===== src/rtl/rf_pkg.sv =====
// Shared defaults and clear-sequencer state type for the parameterised register file.
package rf_pkg;

  localparam int unsigned RfW     = 8;
  localparam int unsigned RfDepth = 16;

  typedef enum logic {
    StIdle,
    StSweep
  } clr_state_e;

endpackage


===== src/rtl/rf_param_if.sv =====
// Register-file access bus: write port, two read ports, flag update and clear request.
interface rf_param_if
  import rf_pkg::*;
#(
  parameter int unsigned W     = RfW,
  parameter int unsigned DEPTH = RfDepth
);

  localparam int unsigned AW = $clog2(DEPTH);

  logic          we;
  logic [AW-1:0] ptr_w;
  logic [W-1:0]  di;
  logic [AW-1:0] ptr_a;
  logic [W-1:0]  ptr_b;
  logic          const_flag;
  logic          ov_we;
  logic          r_overflow;
  logic          clr_req;
  logic          clr_busy;
  logic [W-1:0]  do_a;
  logic [W-1:0]  do_b;
  logic [W-1:0]  store_value;

  modport master (
    output we, ptr_w, di, ptr_a, ptr_b, const_flag, ov_we, r_overflow, clr_req,
    input  clr_busy, do_a, do_b, store_value
  );

  modport slave (
    input  we, ptr_w, di, ptr_a, ptr_b, const_flag, ov_we, r_overflow, clr_req,
    output clr_busy, do_a, do_b, store_value
  );

endinterface


===== src/rtl/rf_clear_seq.sv =====
// Clear sequencer: on request, walks index 1..DEPTH-1 once, strobing a zero per cycle.
module rf_clear_seq
  import rf_pkg::*;
#(
  parameter int unsigned DEPTH = RfDepth
) (
  input  logic                     clk,
  input  logic                     rst_n,
  input  logic                     clr_req_i,
  output logic                     clr_busy_o,
  output logic                     zero_o,
  output logic [$clog2(DEPTH)-1:0] idx_o
);

  localparam int unsigned AW = $clog2(DEPTH);
  localparam logic [AW-1:0] LastIdx = AW'(DEPTH - 1);

  clr_state_e    state_q, state_d;
  logic [AW-1:0] idx_q, idx_d;

  always_ff @(posedge clk or negedge rst_n) begin
    if (!rst_n) begin
      state_q <= StIdle;
      idx_q   <= '0;
    end else begin
      state_q <= state_d;
      idx_q   <= idx_d;
    end
  end

  always_comb begin
    state_d = state_q;
    idx_d   = idx_q;
    case (state_q)
      StIdle: begin
        if (clr_req_i) begin
          state_d = StSweep;
          idx_d   = AW'(1);
        end
      end
      StSweep: begin
        // Counter parks at the last index rather than wrapping.
        if (idx_q == LastIdx) begin
          state_d = StIdle;
        end else begin
          idx_d = idx_q + 1'b1;
        end
      end
      default: state_d = StIdle;
    endcase
  end

  assign clr_busy_o = (state_q == StSweep);
  assign zero_o     = (state_q == StSweep);
  assign idx_o      = idx_q;

endmodule


===== src/rtl/rf_param.sv =====
// Parameterised register file: hardwired-zero reg 0, protected flag register,
// write-through read forwarding, immediate operand on port B and a sequenced clear.
module rf_param
  import rf_pkg::*;
#(
  parameter int unsigned W        = RfW,
  parameter int unsigned DEPTH    = RfDepth,
  parameter int unsigned FLAG_IDX = DEPTH - 1
) (
  input logic       clk,
  input logic       rst_n,
  rf_param_if.slave bus
);

  localparam int unsigned AW = $clog2(DEPTH);
  localparam logic [AW-1:0] FlagAddr = AW'(FLAG_IDX);

  logic [W-1:0]  regs_q [DEPTH];
  logic [W-1:0]  regs_d [DEPTH];
  logic          clr_busy;
  logic          clr_zero;
  logic [AW-1:0] clr_idx;
  logic          gen_we;
  logic          flag_we;
  logic [AW-1:0] ptr_b_addr;

  rf_clear_seq #(
    .DEPTH(DEPTH)
  ) u_clear_seq (
    .clk       (clk),
    .rst_n     (rst_n),
    .clr_req_i (bus.clr_req),
    .clr_busy_o(clr_busy),
    .zero_o    (clr_zero),
    .idx_o     (clr_idx)
  );

  assign gen_we  = bus.we && !clr_busy && (bus.ptr_w != '0) && (bus.ptr_w != FlagAddr);
  assign flag_we = bus.ov_we && !clr_busy;

  always_comb begin
    regs_d = regs_q;
    if (clr_zero) begin
      regs_d[clr_idx] = '0;
    end else begin
      if (gen_we) begin
        regs_d[bus.ptr_w] = bus.di;
      end
      if (flag_we) begin
        regs_d[FLAG_IDX] = {{(W-1){1'b0}}, bus.r_overflow};
      end
    end
  end

  always_ff @(posedge clk or negedge rst_n) begin
    if (!rst_n) begin
      regs_q <= '{default: '0};
    end else begin
      regs_q <= regs_d;
    end
  end

  // Pending writes are qualified with !clr_busy, so forwarding is off during a sweep.
  function automatic logic [W-1:0] read_fwd(
    input logic [AW-1:0] p,
    input logic [W-1:0]  stored,
    input logic          wr_en,
    input logic [AW-1:0] wr_addr,
    input logic [W-1:0]  wr_data,
    input logic          fl_en,
    input logic          fl_val
  );
    if (p == '0) begin
      return '0;
    end else if (wr_en && (p == wr_addr)) begin
      return wr_data;
    end else if (fl_en && (p == FlagAddr)) begin
      return {{(W-1){1'b0}}, fl_val};
    end
    return stored;
  endfunction

  assign ptr_b_addr = bus.ptr_b[AW-1:0];

  always_comb begin
    bus.do_a = read_fwd(bus.ptr_a, regs_q[bus.ptr_a], gen_we, bus.ptr_w, bus.di,
                        flag_we, bus.r_overflow);
    if (bus.const_flag) begin
      bus.do_b = bus.ptr_b;
    end else begin
      bus.do_b = read_fwd(ptr_b_addr, regs_q[ptr_b_addr], gen_we, bus.ptr_w, bus.di,
                          flag_we, bus.r_overflow);
    end
  end

  assign bus.store_value = regs_q[bus.ptr_w];
  assign bus.clr_busy    = clr_busy;

endmodule

===== src/flat_wrapper.sv =====
// flat-port wrapper written by rule: the top's interface ports become plain ports
module rf_param_flat import rf_pkg::*;
#(
  parameter int unsigned W        = RfW,
  parameter int unsigned DEPTH    = RfDepth,
  parameter int unsigned FLAG_IDX = DEPTH - 1
)
  (clk, rst_n, bus_we, bus_ptr_w, bus_di, bus_ptr_a, bus_ptr_b, bus_const_flag, bus_ov_we, bus_r_overflow, bus_clr_req, bus_clr_busy, bus_do_a, bus_do_b, bus_store_value);
  rf_param_if #(.W(W), .DEPTH(DEPTH)) bus_i ();
  input logic clk;
  input logic rst_n;
  input wire logic [$bits(bus_i.we)-1:0] bus_we;
  input wire logic [$bits(bus_i.ptr_w)-1:0] bus_ptr_w;
  input wire logic [$bits(bus_i.di)-1:0] bus_di;
  input wire logic [$bits(bus_i.ptr_a)-1:0] bus_ptr_a;
  input wire logic [$bits(bus_i.ptr_b)-1:0] bus_ptr_b;
  input wire logic [$bits(bus_i.const_flag)-1:0] bus_const_flag;
  input wire logic [$bits(bus_i.ov_we)-1:0] bus_ov_we;
  input wire logic [$bits(bus_i.r_overflow)-1:0] bus_r_overflow;
  input wire logic [$bits(bus_i.clr_req)-1:0] bus_clr_req;
  output wire logic [$bits(bus_i.clr_busy)-1:0] bus_clr_busy;
  output wire logic [$bits(bus_i.do_a)-1:0] bus_do_a;
  output wire logic [$bits(bus_i.do_b)-1:0] bus_do_b;
  output wire logic [$bits(bus_i.store_value)-1:0] bus_store_value;
  assign bus_i.we = bus_we;
  assign bus_i.ptr_w = bus_ptr_w;
  assign bus_i.di = bus_di;
  assign bus_i.ptr_a = bus_ptr_a;
  assign bus_i.ptr_b = bus_ptr_b;
  assign bus_i.const_flag = bus_const_flag;
  assign bus_i.ov_we = bus_ov_we;
  assign bus_i.r_overflow = bus_r_overflow;
  assign bus_i.clr_req = bus_clr_req;
  assign bus_clr_busy = bus_i.clr_busy;
  assign bus_do_a = bus_i.do_a;
  assign bus_do_b = bus_i.do_b;
  assign bus_store_value = bus_i.store_value;
  rf_param #(.W(W), .DEPTH(DEPTH), .FLAG_IDX(FLAG_IDX)) u_core (.clk(clk), .rst_n(rst_n), .bus(bus_i));
endmodule

===== config.mk =====
export PLATFORM = sky130hd
export DESIGN_NAME = rf_param_flat
export DESIGN_NICKNAME = d
export VERILOG_FILES = /design/src/rtl/rf_pkg.sv /design/src/rtl/rf_param_if.sv /design/src/rtl/rf_clear_seq.sv /design/src/rtl/rf_param.sv /design/src/flat_wrapper.sv
export SDC_FILE = /design/constraint.sdc
export NUM_CORES = 1
export LEC_CHECK = 0
export ABC_AREA = 1
export CAP_MARGIN = 20
export CORE_UTILIZATION = 35
export DETAILED_ROUTE_END_ITERATION = 16
export RECOVER_POWER = 100
export SETUP_SLACK_MARGIN = 0.5
export SLEW_MARGIN = 5
export SYNTH_ARGS = -nofsm -noshare
export SYNTH_HDL_FRONTEND = slang
export SYNTH_SLANG_ARGS = --single-unit

===== constraint.sdc =====
create_clock -name clk -period 2.4 [get_ports clk]
set_clock_uncertainty 0.15 [all_clocks]
set_input_delay 0.36 -clock clk [delete_from_list [all_inputs] [get_ports clk]]
set_output_delay 0.36 -clock clk [all_outputs]
set_load 0.005 [all_outputs]

==> results by group <==
Outcome
  – Outcome: complete, but fails checks
  – Violated checks: capacitance limit, slew limit, setup timing

Synthesis
  – Post-synth EDFFs: 0
  – Sequential-to-total area share from yosys stat: 0.3808
  – FF+latch count, synth: approximately 130
  – Post-Synthesis Net Count: 1215
  – Compound-gate portion of the synthesized area: 0.2782
  – Cells after synthesis: 1180
  – Post-Synth Adder-Cell Area: 0.005727
  – Post-synth cell types: 34
  – Mux contribution to synthesized area: 0
  – Mapped Area: 0.008740 mm²
  – Syn avg cell area: about 7.4 µm²
  – Warnings, synthesis: 0
  – Async S/R FF share, synth: 1.000
  – Largest family of logic cells by synthesized area: compound AO/OA/AOI/OAI gates
  – Post-Synth XOR/XNOR Area: 0.002004
  – Simple logic cell fraction of the synthesized area: 0.2190
  – Post-synth top flop: dfrtp_1

Setup path
  – Number of buffers and inverters on the critical path: 5
  – CP Data Required Time: about 1.9 ns
  – Setup crit start kind: input port
  – Top delay family on crit path: buffers and inverters
  – Slowest stage delay, CP: about 0.27 ns
  – Slowest stage cell, crit path: clkdlybuf4s15_2
  – R2R Path Start: u_core.regs_q[61]$_DFFE_PN0P_
  – Cell Chain, Critical Path: clkdlybuf4s15_2, buf_4, nand2_1, nand2_1, nor2_4, nand3_4, buf_6, o21ai_2, inv_1, a21oi_2, buf_2
  – Most used cell, CP: nand2_1
  – R2r endpoint: u_core.regs_q[61]$_DFFE_PN0P_
  – Crit Path Class: in2out
  – Crit-path max FO: 5
  – Cell depth of the worst flop-to-flop path: 13
  – Crit end category: output port
  – Crit path DAT: 1.99 ns
  – R2R Setup Slk: about 0.45 ns

CTS
  – Buffer levels on the longest clock path: 2
  – CTS Root Cell: clkbuf_16
  – Clock latency on the worst-skew pair: approximately 0.43 ns
  – Clock slew at reported path FFs: ~0.070 ns
  – CTS tree: yes
  – CTS Buf Count: 17
  – H-Tree Depth: 4
  – Clock Sink Count: approximately 130

Drt
  – Residual DRC count: 0
  – WL per Instance: ~24 µm
  – Post-DRT Antenna Nets: 0
  – Detailed-route via count: 10525
  – WL final: just over 40000 µm
  – Starting DRT DRC Count: approximately 1600
  – First-pass DRT Iterations: 8
  – Avg Vias per Cell: between 6 and 7

Run
  – Max Cap Viol: 1

Pwr
  – Internal: approximately 5600 µW
  – Logic pwr share: 0.401
  – Sequential share of power: 0.327
  – Total leakage power: 0.005596 µW
  – Clock group share of total power: 0.272
  – Sw Pwr: between 3000 and 4000 µW
  – Max rail drop VDD: between 0.6 and 0.7 mV
  – Switching Fraction: 0.4087
  – Pwr dens: about 760 mW/mm²

Global routing
  – Vias in the first global route: between 10000 and 15000
  – Largest net degree at the start of global routing: 60
  – Total grt overflow: 0
  – GRT Total Usage: 0.3170
  – Global-route wire length before repair: about 61000 µm
  – Initial antenna violation count: 0

STA
  – Setup violations, final: 15
  – Min cycle time layout: 2.503 ns
  – Max-slew violation count: 60
  – Final Hold Fails: 0
  – FMAX: ~400 MHz
  – Worst-Margin Slew: approximately 1.6 ns
  – Setup slack after layout: -0.1032 ns
  – RSZ-0062 raised after global routing: true
  – Relative slew slack: -0.09242
  – Final period utilization: 1.043

Layout
  – Layout filler cell count: 2347
  – Layout cells sized above 1: 0.2856
  – Non-filler cells, final: 1714
  – Final core utilization: 0.5109
  – # diodes: 0
  – Final nets: 1412
  – Area grow syn2layout: 42.58%

Floorplan
  – Initial Util: 0.3583
  – # IOs: 56
  – Die height: ~160 µm
  – Core area: around 0.024 mm²
  – Total Die Area: approximately 0.026 mm²
  – Die width: 160.0 µm
  – # rows: 57

Hold path
  – Hold Path Sink: u_core.regs_q[7]$_DFFE_PN0P_
  – Min-delay src: u_core.regs_q[7]$_DFFE_PN0P_
  – Hold path depth: 2
  – Hold crit path type: reg2reg

Place
  – Hpwl dp: between 20000 and 30000 µm
  – Placer congestion estimate: roughly 0.97
  – Dpl cells: roughly 1600
  – IO buf count: 55
[state kept, by name, indices dropped and copies added (netlist names)]
name                           cells
u_core.regs_q                    128
u_core.u_clear_seq.clr_busy_o      1
u_core.u_clear_seq.idx_o           4
[what timing repair did]
item | CTS | global route
hold endpoints to repair | 56 | 0
hold buffers | 1 | 0
setup buffers | 34 | 6
resized for setup | 255 | 49
cloned | 7 | 1
pin swaps | 61 | 24
setup endpoints to repair | 128 | 111
[cells in the final DEF, fill, tap and decap left out, types with 17 or more instances in the layout]
| master | netlist | final |
|---|---|---|
| o22ai_1 | 177 | 155 |
| nand2_1 | 170 | 153 |
| inv_1 | 166 | 149 |
| dfrtp_1 | 133 | 132 |
| buf_4 | 1 | 123 |
| nand3_1 | 118 | 118 |
| o21ai_0 | 100 | 74 |
| a21oi_1 | 63 | 54 |
| o211ai_1 | 49 | 49 |
| nor2_1 | 42 | 37 |
| buf_12 | 1 | 34 |
| buf_6 | 1 | 31 |
| buf_2 | 20 | 26 |
| o21ai_1 | 16 | 24 |
| nand2_2 | 7 | 20 |
| o21ai_2 | 5 | 18 |
| clkbuf_16 | 0 | 18 |
| clkdlybuf4s50_1 | 0 | 17 |
[synthesized netlist by cell type, types with 3 or more instances]
cell	number	area [µm²]
buf_2	20	100.1
nand4_1	11	68.82
nand2_4	5	56.30
inv_1	166	623.1
nand2_1	170	638.1
buf_1	9	33.78
nand4_4	6	127.6
o22ai_1	177	1107
clkbuf_1	47	176.4
nor2_4	4	45.04
o21ai_1	16	80.08
a21oi_1	63	315.3
o211ai_1	49	367.9
dfrtp_1	133	3328
inv_2	4	15.01
o21ai_0	100	500.5
clkinv_1	3	11.26
o21ai_2	5	43.79
nand3_4	6	105.1
nor2_1	42	157.7
nand2_2	7	43.79
ha_1	4	50.05
nand3_1	118	590.6
[metal layers]
layer	GRT usage	vias up	routed length [µm]
met2	0.4791	815	17790
met4	0.1801	0	2535
met1	0.4124	4986	15860
li1	-	4545	-
met5	0	-	0
met3	0.07896	179	4712
[power groups by stage]
| stage | Combinational (µW) | Clock [µW] | Sequential [µW] |
|---|---|---|---|
| floorplan | 1990 | 0 | 3030 |
| global placement | 3200 | 0 | 3090 |
| detailed placement | 3230 | 0 | 3110 |
| CTS | 3520 | 2570 | 3080 |
| global route | 4070 | 2660 | 3160 |
| finish | 3800 | 2580 | 3100 |
[how the worst max path moves through the flow]
stage                                                       start            endpoint  slack (ns)  cells after the start
final                                                bus_ptr_b[2]         bus_do_b[3]       -0.10                     11
after global routing      u_core.u_clear_seq.clr_busy_o$_DFF_PN0_         bus_do_b[3]       -0.19                      9
after CTS                 u_core.u_clear_seq.clr_busy_o$_DFF_PN0_         bus_do_b[5]       -0.06                      9
after detailed placement                             bus_ptr_w[0]  bus_store_value[7]       -0.78                      9
after global placement                               bus_ptr_w[0]  bus_store_value[7]       -0.77                      9
after floorplan                                      bus_ptr_w[0]         bus_do_b[0]        0.41                     12
[worst min-delay path: cells and delay by family (launching register included)]
kind,cells,cell delay [ns]
buffers and inverters,1,0.06
flip-flops,1,0.34
AND/OR/NAND/NOR,1,0.09
[cell families after synthesis]
| kind of cell | Yosys count |
|---|---|
| AOI/OAI and AO/OA | 411 |
| xor gates and xnor gates | 2 |
| adders and majority gates | 4 |
| buffers and inverters | 252 |
| and+or+nand+nor | 378 |
| DFF | 133 |
[cell type report]
type / instances / area [µm²] / area share
multi-input cells: 796 / 4876 / 0.3913
well taps: 324 / 405.4 / 0.03253
clock buffers: 17 / 425.4 / 0.03414
repair buffers: 256 / 2616 / 0.2100
inverters: 173 / 666.9 / 0.05352
clock inverters: 15 / 141.4 / 0.01135
flip-flops and latches: 133 / 3329 / 0.2672
[stage by stage]
stage                     TNS (ns)  setup WS [ns]  cell area [µm²]  power (µW)  hold WS [ns]
after detailed placement    -33.51        -0.7779            10920        6335        0.2351
after CTS                  -0.3189       -0.05584            12220        9177        0.3462
final                      -0.9572        -0.1032            12460        9482        0.3814
after global placement      -30.21        -0.7699            10920        6288        0.2397
after global routing        -2.603        -0.1927            12460        9890        0.4250
after floorplan                  0         0.4139             8811        5018      -0.08559
(Power assumes the default switching activity.)
==> RTL change 1: new RTL, same settings <==
The package constant `RfW` goes from 8 to 7.
--- a/src/rtl/rf_pkg.sv
+++ b/src/rtl/rf_pkg.sv
@@ -1,7 +1,7 @@
 // Shared defaults and clear-sequencer state type for the parameterised register file.
 package rf_pkg;
 
-  localparam int unsigned RfW     = 8;
+  localparam int unsigned RfW     = 7;
   localparam int unsigned RfDepth = 16;
 
   typedef enum logic {
Ports: changed (5 resized); port bits go from 56 to 51. The function was not compared with the original's and may differ.
==> RTL change 1 against the unedited design <==
- the flow finishes with violations (negative setup slack)
- first-iteration DRC count rose by 0.51%
- synthesized area fell by 12%
- wire length fell by 7.5%
- design area fell by 7.0%
- sequential cell count fell by 16
- non-clock buffer count fell by 18
- setup slack got worse by 0.074 ns
- power fell by 2.2%
- highest routed layer unchanged
==> RTL change 1: results (changes against the unedited design) <==
Clock Power 2.81 mW (was 2.58 mW); first-pass GRT wire length 53.8 mm (was 61.0 mm); Critical Path Start u_core.u_clear_seq.clr_busy_o$_DFF_PN0_ (was bus_ptr_b[2]); worst path arrival time 2.07 ns (was 1.99 ns); Crit path largest cell delay 0.39 ns (was 0.27 ns); failing checks negative setup slack (was max-capacitance violations, max-slew violations, negative setup slack); seq pwr 2.76 mW (was 3.10 mW); setup_tns -0.956 ns (was -0.957 ns); Max-Slew Margin vs Limit 28.3% (was -9.24%); postcts setup bufs 33 (was 34); Final nets 1,277 (was 1,412); result of the run finished with violations (unchanged); clock power share 30.2% (was 27.2%); RD Place Congestion 1.01 (was 0.968); commonest cells in the netlist 156 x o22ai_1, 149 x nand2_1, 145 x inv_1, 117 x dfrtp_1, 113 x nand3_1 (was 177 x o22ai_1, 170 x nand2_1, 166 x inv_1, 133 x dfrtp_1, 118 x nand3_1); Worst path top cell family by delay simple AND/OR/NAND/NOR gates (was buffers and inverters); final setup vio count 14 (was 15); DRT iter0 DRCs 1,586 (was 1,578); layout cells sized above 1 36.0% (was 28.6%); R2R Path Start u_core.u_clear_seq.idx_o[0]$_DFFE_PN0P_ (was u_core.regs_q[61]$_DFFE_PN0P_); cell leakage power 5.16 nW (was 5.60 nW); Total GRT Usage 33.0% (was 31.7%); worst setup margin -0.177 ns (was -0.103 ns); Layout Cells excl Fill 1,537 (was 1,714); post-DP HPWL 24.8 mm (was 26.4 mm); Peak VDD IR 0.494 mV (was 0.659 mV); dpl cell area 9620 um^2 (was 10,900 um^2); Avg WL per Cell 24.6 um (was 23.9 um); dpl ws -0.754 ns (was -0.778 ns); vias in the first global route 8,696 (was 10,300); syn_nets 1,087 (was 1,215); Worst Reg2Reg Path Length in Cells 6 (was 13); IO Port Bufs 50 (was 55)
RTL change 1: changes by cell type after synthesis, moves of 11 or more:
| cell | unedited run | this run |
|---|---|---|
| inv_1 | 166 | 145 |
| clkbuf_1 | 47 | 36 |
| nand2_1 | 170 | 149 |
| o21ai_1 | 16 | 27 |
| dfrtp_1 | 133 | 117 |
| o21ai_0 | 100 | 74 |
| o22ai_1 | 177 | 156 |
RTL change 1: path summary, 6_finish.rpt:
kind                                                 end  slack [ns]
min                        u_core.regs_q[17]$_DFFE_PN0P_        0.37
max                                          bus_do_a[0]       -0.18
min in group clk            u_core.regs_q[4]$_DFFE_PN0P_        0.38
max in group asynchronous  u_core.regs_q[56]$_DFFE_PN0P_        0.44
max reg2reg                 u_core.regs_q[0]$_DFFE_PN0P_        0.17
min reg2reg                 u_core.regs_q[4]$_DFFE_PN0P_        0.38
RTL change 1: cell families (layout without fill, tap and decap cells):
kind of cell / after synthesis / count (layout) / synth area share [%]
buf+inv: 222 / 425 / 11.2
simple gates: 352 / 352 / 22.7
compound gates: 357 / 357 / 27.4
fa+ha+maj: 4 / 4 / 0.647
xor+xnor: 2 / 2 / 0.227
flops: 117 / 117 / 37.9
RTL change 1: cell type report:
| cell class | count | area, um^2 |
|---|---|---|
| Sequential cell | 117 | 2930 |
| Clock inverter | 15 | 203 |
| Multi-Input combinational cell | 715 | 4750 |
| Inverter | 155 | 607 |
| Clock buffer | 17 | 425 |
| Tap cell | 280 | 350 |
| Timing Repair Buffer | 238 | 2320 |
| Fill cell | 1994 | 10200 |
RTL change 1: routing by layer:
metal,GRT usage (%),up-vias,share of wire [%]
met2,50.1,718,44
met3,6.94,219,11
li1,-,4102,-
met1,43.4,4578,38
met4,18.6,0,7.0
met5,0,-,0
==> RTL change 2: new RTL, same flow settings <==
Made on the original files. Make the reset (`rst_n`) synchronous in 2 clocked blocks.
--- a/src/rtl/rf_clear_seq.sv
+++ b/src/rtl/rf_clear_seq.sv
@@ -18,7 +18,7 @@
   clr_state_e    state_q, state_d;
   logic [AW-1:0] idx_q, idx_d;
 
-  always_ff @(posedge clk or negedge rst_n) begin
+  always_ff @(posedge clk) begin
     if (!rst_n) begin
       state_q <= StIdle;
       idx_q   <= '0;
--- a/src/rtl/rf_param.sv
+++ b/src/rtl/rf_param.sv
@@ -52,7 +52,7 @@
     end
   end
 
-  always_ff @(posedge clk or negedge rst_n) begin
+  always_ff @(posedge clk) begin
     if (!rst_n) begin
       regs_q <= '{default: '0};
     end else begin
Check against the original RTL: not equivalent (a bounded check fails within 4 cycles, from zero or initial values and one cycle with rst_n low; the reset may be asserted at any time).
==> RTL change 2 against the unedited design <==
- the flow finishes with violations (negative setup slack)
- setup slack worse by 0.015 ns
- non-clock buffer count is 48 higher
- sequential cell count stayed put
- design area is 6.3% higher
- count of clock-buffer cells in the layout is 2 higher
- synthesized area is 1.4% higher
- largest cell class unchanged
- critical path depth stayed put
- wire length is 11% higher
- sequential share of layout area is 6.6 points lower
Power is not compared: it rests on default switching activity, and its combinational part moved more than twofold at a synthesized area within 25%.
==> RTL change 2: results (changes against the unedited design) <==
result of the run finished with violations (unchanged); failing checks negative setup slack (was max-capacitance violations, max-slew violations, negative setup slack); Adder-Cell Fraction of Synth Area 0.565% (was 0.573%); fillcell total 2,374 (was 2,347); Worst Reg2Reg Path Length in Cells 14 (was 13); postcts setup bufs 42 (was 34); FF-to-FF setup slack -0.05 ns (was 0.45 ns); Total GRT Usage 35.0% (was 31.7%); largest net degree at the start of global routing 48 (was 60); DRT iter0 DRCs 1,690 (was 1,578); complex-gate fraction of the synthesized area 25.1% (was 27.8%); ys async rst share 0% (was 100%); Setup crit end bus_do_b[1] (was bus_do_b[3]); post-DP HPWL 31.5 mm (was 26.4 mm); Synth Area in XOR/XNOR 0.198% (was 0.200%); CP max FO 4 (was 5); commonest cells in the netlist 411 x nand2_1, 158 x inv_1, 133 x dfxtp_1, 127 x o21ai_0, 118 x a21oi_1 (was 177 x o22ai_1, 170 x nand2_1, 166 x inv_1, 133 x dfrtp_1, 118 x nand3_1); critical path class register to output pin (was input port to output pin); cell count after placement 1,921 (was 1,633); dpl ws -0.794 ns (was -0.778 ns); Final nets 1,712 (was 1,412); WL final 45.6 mm (was 40.9 mm); vias in the first global route 10,700 (was 10,300); final setup vio count 31 (was 15); ranking of synthesized cells by area dfxtp_1 30%, nand2_1 17%, o21ai_0 7.2% (was dfrtp_1 38%, o22ai_1 13%, nand2_1 7.3%); worst setup margin -0.119 ns (was -0.103 ns); RD Place Congestion 1.08 (was 0.968); dpl cell area 11,300 um^2 (was 10,900 um^2); WHS 0.311 ns (was 0.381 ns); Crit path largest cell delay 0.33 ns (was 0.27 ns); Seq/Total Area, Yosys 30.0% (was 38.1%); Unique masters post-synth 31 (was 34); Mean Syn Cell Area 6.15 um^2 (was 7.41 um^2)
==> RTL change 2: per-layer routing <==
layer | up-vias | global-route usage, % | wire length (um)
li1 | 5296 | - | -
met1 | 5429 | 45.9 | 17800
met2 | 758 | 50.7 | 19100
met3 | 194 | 9.01 | 5350
met4 | 2 | 22.7 | 3320
met5 | - | 0 | 8
==> RTL change 2: where the power goes <==
| part | switching, mW | internal (mW) | total, mW |
|---|---|---|---|
| clock | 1.13 | 1.68 | 2.81 |
| sequential | 0.0249 | 2.23 | 2.26 |
| combinational | 0.917 | 0.614 | 1.53 |
==> RTL change 2: layout make-up <==
type	instances	area (um^2)	share of cell area, %
antenna	1	2.50	0.0189
clock inverter	13	170	1.28
timing repair inverter	1	5.00	0.0378
multi-input combinational	1048	5910	44.7
inverter	172	679	5.13
timing repair buffer	304	2960	22.3
clock buffer	19	443	3.34
sequential	133	2670	20.1
tap	324	405	3.06
